[src/rtl/vga_sync_gen.sv]
`default_nettype none
// ============================================================================
//  Module   : vga_sync_gen
//  Purpose  : Raster timing generator. Produces pixel coordinates,
//             display-enable, hsync/vsync and line/frame strobes, all
//             registered one cycle after the internal counters so that
//             every output refers to the same (x,y) in the same cycle.
//  Revision : 1.0  initial release
// ============================================================================
module vga_sync_gen #(
   parameter int H_ACTIVE = 640,
   parameter int H_FP     = 16,
   parameter int H_SYNC   = 96,
   parameter int H_BP     = 48,
   parameter int V_ACTIVE = 480,
   parameter int V_FP     = 10,
   parameter int V_SYNC   = 2,
   parameter int V_BP     = 33,
   parameter bit SYNC_POL = 1'b0
) (
   input  logic       clk,
   input  logic       rst,
   input  logic       en,
   output logic [9:0] x,
   output logic [9:0] y,
   output logic       de,
   output logic       hs,
   output logic       vs,
   output logic       line_start,
   output logic       frame_start,
   output logic [7:0] frame_cnt
);

   // Totals and decode boundaries. Boundaries are kept 11 bits wide so a
   // timing whose total is exactly 1024 still compares correctly.
   localparam int c_H_TOTAL = H_ACTIVE + H_FP + H_SYNC + H_BP;
   localparam int c_V_TOTAL = V_ACTIVE + V_FP + V_SYNC + V_BP;

   localparam logic [9:0]  c_H_LAST   = 10'(c_H_TOTAL - 1);
   localparam logic [9:0]  c_V_LAST   = 10'(c_V_TOTAL - 1);
   localparam logic [10:0] c_H_ACT    = 11'(H_ACTIVE);
   localparam logic [10:0] c_HS_BEG   = 11'(H_ACTIVE + H_FP);
   localparam logic [10:0] c_HS_END   = 11'(H_ACTIVE + H_FP + H_SYNC);
   localparam logic [10:0] c_V_ACT    = 11'(V_ACTIVE);
   localparam logic [10:0] c_VS_BEG   = 11'(V_ACTIVE + V_FP);
   localparam logic [10:0] c_VS_END   = 11'(V_ACTIVE + V_FP + V_SYNC);

   // Counters are 10 bits wide; reject timings that cannot be represented.
   generate
      if (c_H_TOTAL > 1024) begin : g_h_total_too_large
         $error("vga_sync_gen: H_TOTAL must be 1024 or less");
      end
      if (c_V_TOTAL > 1024) begin : g_v_total_too_large
         $error("vga_sync_gen: V_TOTAL must be 1024 or less");
      end
   endgenerate

   logic [9:0]  r_h_cnt;
   logic [9:0]  r_v_cnt;

   logic        w_h_last;
   logic        w_v_last;
   logic [10:0] w_h_ext;
   logic [10:0] w_v_ext;
   logic        w_de;
   logic        w_hs_on;
   logic        w_vs_on;
   logic        w_line;
   logic        w_frame;

   // Decode of the current (pre-increment) counter position.
   always_comb begin
      w_h_ext  = {1'b0, r_h_cnt};
      w_v_ext  = {1'b0, r_v_cnt};
      w_h_last = (r_h_cnt == c_H_LAST);
      w_v_last = (r_v_cnt == c_V_LAST);
      w_de     = (w_h_ext < c_H_ACT) && (w_v_ext < c_V_ACT);
      w_hs_on  = (w_h_ext >= c_HS_BEG) && (w_h_ext < c_HS_END);
      w_vs_on  = (w_v_ext >= c_VS_BEG) && (w_v_ext < c_VS_END);
      w_line   = (r_h_cnt == 10'd0);
      w_frame  = (r_h_cnt == 10'd0) && (r_v_cnt == 10'd0);
   end

   // Horizontal/vertical position counters; frozen while en is low.
   always_ff @(posedge clk or posedge rst) begin
      if (rst) begin
         r_h_cnt <= 10'd0;
         r_v_cnt <= 10'd0;
      end else if (en) begin
         if (w_h_last) begin
            r_h_cnt <= 10'd0;
            if (w_v_last) begin
               r_v_cnt <= 10'd0;
            end else begin
               r_v_cnt <= r_v_cnt + 10'd1;
            end
         end else begin
            r_h_cnt <= r_h_cnt + 10'd1;
         end
      end
   end

   // Output register stage: all outputs describe the position just counted,
   // and hold (pulses included) while en is low.
   always_ff @(posedge clk or posedge rst) begin
      if (rst) begin
         x           <= 10'd0;
         y           <= 10'd0;
         de          <= 1'b0;
         hs          <= ~SYNC_POL;
         vs          <= ~SYNC_POL;
         line_start  <= 1'b0;
         frame_start <= 1'b0;
         frame_cnt   <= 8'd0;
      end else if (en) begin
         x           <= r_h_cnt;
         y           <= r_v_cnt;
         de          <= w_de;
         hs          <= w_hs_on ? SYNC_POL : ~SYNC_POL;
         vs          <= w_vs_on ? SYNC_POL : ~SYNC_POL;
         line_start  <= w_line;
         frame_start <= w_frame;
         if (w_frame) begin
            frame_cnt <= frame_cnt + 8'd1;
         end
      end
   end

endmodule
`default_nettype wire

[config.mk]
export PLATFORM = sky130hd
export DESIGN_NAME = vga_sync_gen
export DESIGN_NICKNAME = d
export VERILOG_FILES = /design/src/rtl/vga_sync_gen.sv
export SDC_FILE = /design/constraint.sdc
export NUM_CORES = 1
export LEC_CHECK = 0
export CAP_MARGIN = 20
export CORE_MARGIN = 2
export CORE_UTILIZATION = 45
export CTS_CLUSTER_DIAMETER = 40
export DETAILED_ROUTE_END_ITERATION = 12
export HOLD_SLACK_MARGIN = 0.03
export PLACE_DENSITY = 0.68
export SLEW_MARGIN = 10
export SYNTH_ARGS = -nofsm -noshare
export SYNTH_HDL_FRONTEND = slang
export SYNTH_SLANG_ARGS = --single-unit
[constraint.sdc]
create_clock -name clk -period 4.47 [get_ports clk]
set_input_delay 0.447 -clock clk [delete_from_list [all_inputs] [get_ports clk]]
set_output_delay 0.447 -clock clk [all_outputs]
set_load 0.05 [all_outputs]
==> impl_metrics.yaml <==
cells_and_area:
  n_antenna_cell: 0
  layout_commonest_cell: "dfrtp_1"
  drive_gt1_share_pct: 16.39
  nets: 251
  stdcell_count: 314
  area_growth_pct: 22.03
  postLayoutCoreUtil_pct: 57.57
  final_cell_mix: "51 x dfrtp_1, 35 x clkdlybuf4s50_1, 21 x mux2_2"
critical_path:
  r2r_start: "r_h_cnt[0]"
  worst_setup_path_start_kind: "primary input"
  crit_required_ps: 4650
  end_kind: "register"
  r2r_slack_ps: 2480
  worstRegToRegCells: 6
  crit_end: "r_v_cnt[4]"
  r2r-end: "frame_cnt[5]"
  crit_type: "primary input to register"
  crit_path_start: "en"
  crit_path_max_fanout: 14
  worstPathArrival_ps: 2530
timing:
  slew_violations: 0
  worst_hold_slack_ps: 426.7
  timing.setup.tns_ps: 0
  maxSlewHeadroom_pct: 58.42
  layout_setup_ws_ps: 2126
  hold_viol: 0
  finalSetupViolations: 0
  period_share_pct: 52.44
  fin_skew_ps: 14.57
  tightest_slew_ps: 621.7
  grt_setup_unrepaired: "false"
  max_freq_mhz: 426.6
  layout_min_cycle_time_ps: 2344
floorplanning:
  core_mm2: 0.005140
  die_w_um: 77.41
  rows: 26
  dieHeight_um: 77.41
  ioPinCount: 36
  die-area_mm2: 0.005992
  start_util_pct: 47.18
place:
  dpl.cell_count: 306
  gp_congestion: 0.8606
  hpwl_um: 3243
  dp_slack_ps: 1824
  io_buffers: 35
synthesis:
  ys_types: 38
  ys.flop_type: "dfrtp_1"
  async_reset_ff_share_pct: 100.0
  synth_edf_count: 0
  synth_area_mm2: 0.002425
  yosysWarnings: 0
  ys_seq_area_share_pct: 54.80
  ys_ff_latch: 53
  syn_inst: 208
  syn-num-nets: 216
  syn_avg_cell_area_um2: 11.66
cts:
  clock-sinks: 53
  clk_pin_slew_ps: 100
  clock_latency_ps: 310
  htree_levels: 2
  cts-buffers-inserted: 5
  ctsHoldBuffers: 0
  post_cts_resized: 0
  cts_root_buf: "clkbuf_8"
  postCtsSetupBuffers: 0
  cts.path.max_buffers: 2
  cts_tree: "built"
power:
  p_leak_uw: 0.001337
  p_per_area_mw_per_mm2: 387.0
  vdd_ir_drop_max_v: 0.0002658
route:
  dr.pass1.iters: 4
  avgRoutedWirePerCell_um: 14.32
  ant_nets: 0
  drc_errors: 0
  drt-total-wl_um: 4497
  vias_per_cell: 5.347
  first_iter_violations: 56
  vias: 1679
global_routing:
  groute.usage.overall_pct: 16.68
  grt_max_degree: 38
  grt_remaining_overflow: 0
  antenna_found_initial: 0
  grt_pass1_wl_um: 7983
  first_global_vias: 1657
job:
  maxCapViolations: 0
hold_path:
  hold_path_class: "primary input to async pin"
status:
  outcome: "completed"
==> registers in the layout, indices dropped and copies added, names as in the netlist <==
register,cells
de,1
x,10
line_start,1
vs,1
frame_start,1
hs,1
y,10
r_h_cnt,10
frame_cnt,8
r_v_cnt,10
==> critical path, cell delays in order <==
cell and delay, ps:
clkdlybuf4s50_1 870, and4_1 430, and4_1 480, nand4_1 170
mux2i_1 140
==> kinds of logic after synthesis <==
kind of cell / count (synthesis) / share of synthesized area (%)
xor+xnor: 18 / 6.811
simple gates: 71 / 17.60
compound gates: 18 / 4.335
flops: 53 / 54.80
fa+ha+maj: 5 / 2.580
buf+inv: 20 / 3.302
mux: 23 / 10.58
==> per-layer routing <==
layer | part of all wire, % | track usage, %
met5 | 0 | 0
met4 | 1.3 | 5.536
met3 | 3.9 | 4.419
met2 | 46 | 26.00
met1 | 49 | 22.75
==> cell type report <==
| cell class | count | area, µm² |
|---|---|---|
| clock buffer | 6 | 72.57 |
| clock inverter | 2 | 35.03 |
| fill | 461 | 2181 |
| inverter | 11 | 41.29 |
| multi-input combinational | 135 | 1016 |
| sequential | 53 | 1329 |
| tap | 70 | 87.58 |
| timing repair buffer | 37 | 377.9 |
==> stage by stage <==
stage,power [µW],area (µm²)
2_1_floorplan,761.9,2425
3_3_place_gp,833.8,2831
3_5_place_dp,839.1,2851
4_1_cts,1160,2959
5_1_grt,1202,2959
6_report,1145,2959
==> power breakdown <==
part	internal (µW)	switching [µW]	total, µW
Sequential	524	62.9	587
Clock	166	153	319
Combinational	96.2	143	239
==> cell usage after synthesis (2+ instances only) <==
cell / instances / area (µm²)
xor2_1: 12 / 105.1
and4_1: 2 / 17.52
a31oi_1: 3 / 18.77
inv_1: 11 / 41.29
nor2_1: 9 / 33.78
dfrtp_1: 51 / 1276
mux2_2: 21 / 236.5
mux2i_1: 2 / 20.02
nor3_1: 9 / 45.04
o21ai_0: 6 / 30.03
buf_1: 3 / 11.26
and3_1: 2 / 12.51
clkbuf_1: 2 / 7.510
nand2_1: 14 / 52.55
a21oi_1: 5 / 25.02
nand2b_1: 2 / 12.51
nand4_1: 6 / 37.54
dfstp_2: 2 / 52.55
xnor2_1: 5 / 43.79
nor4_1: 7 / 43.79
ha_1: 5 / 62.56
buf_2: 3 / 15.01
nand3_1: 11 / 55.05
==> worst min-delay path by stage <==
stage,end,start,slack (ps),cells past startpoint
CTS,frame_cnt[5],rst,430,2
detailed placement,frame_cnt[7],frame_cnt[7],470,1
global route,frame_cnt[5],rst,450,2
global placement,frame_cnt[7],frame_cnt[7],460,1
finish,frame_cnt[5],rst,430,2
floorplan,r_v_cnt[8],r_v_cnt[8],490,1
No activity file was read; power rests on OpenSTA's default activity.
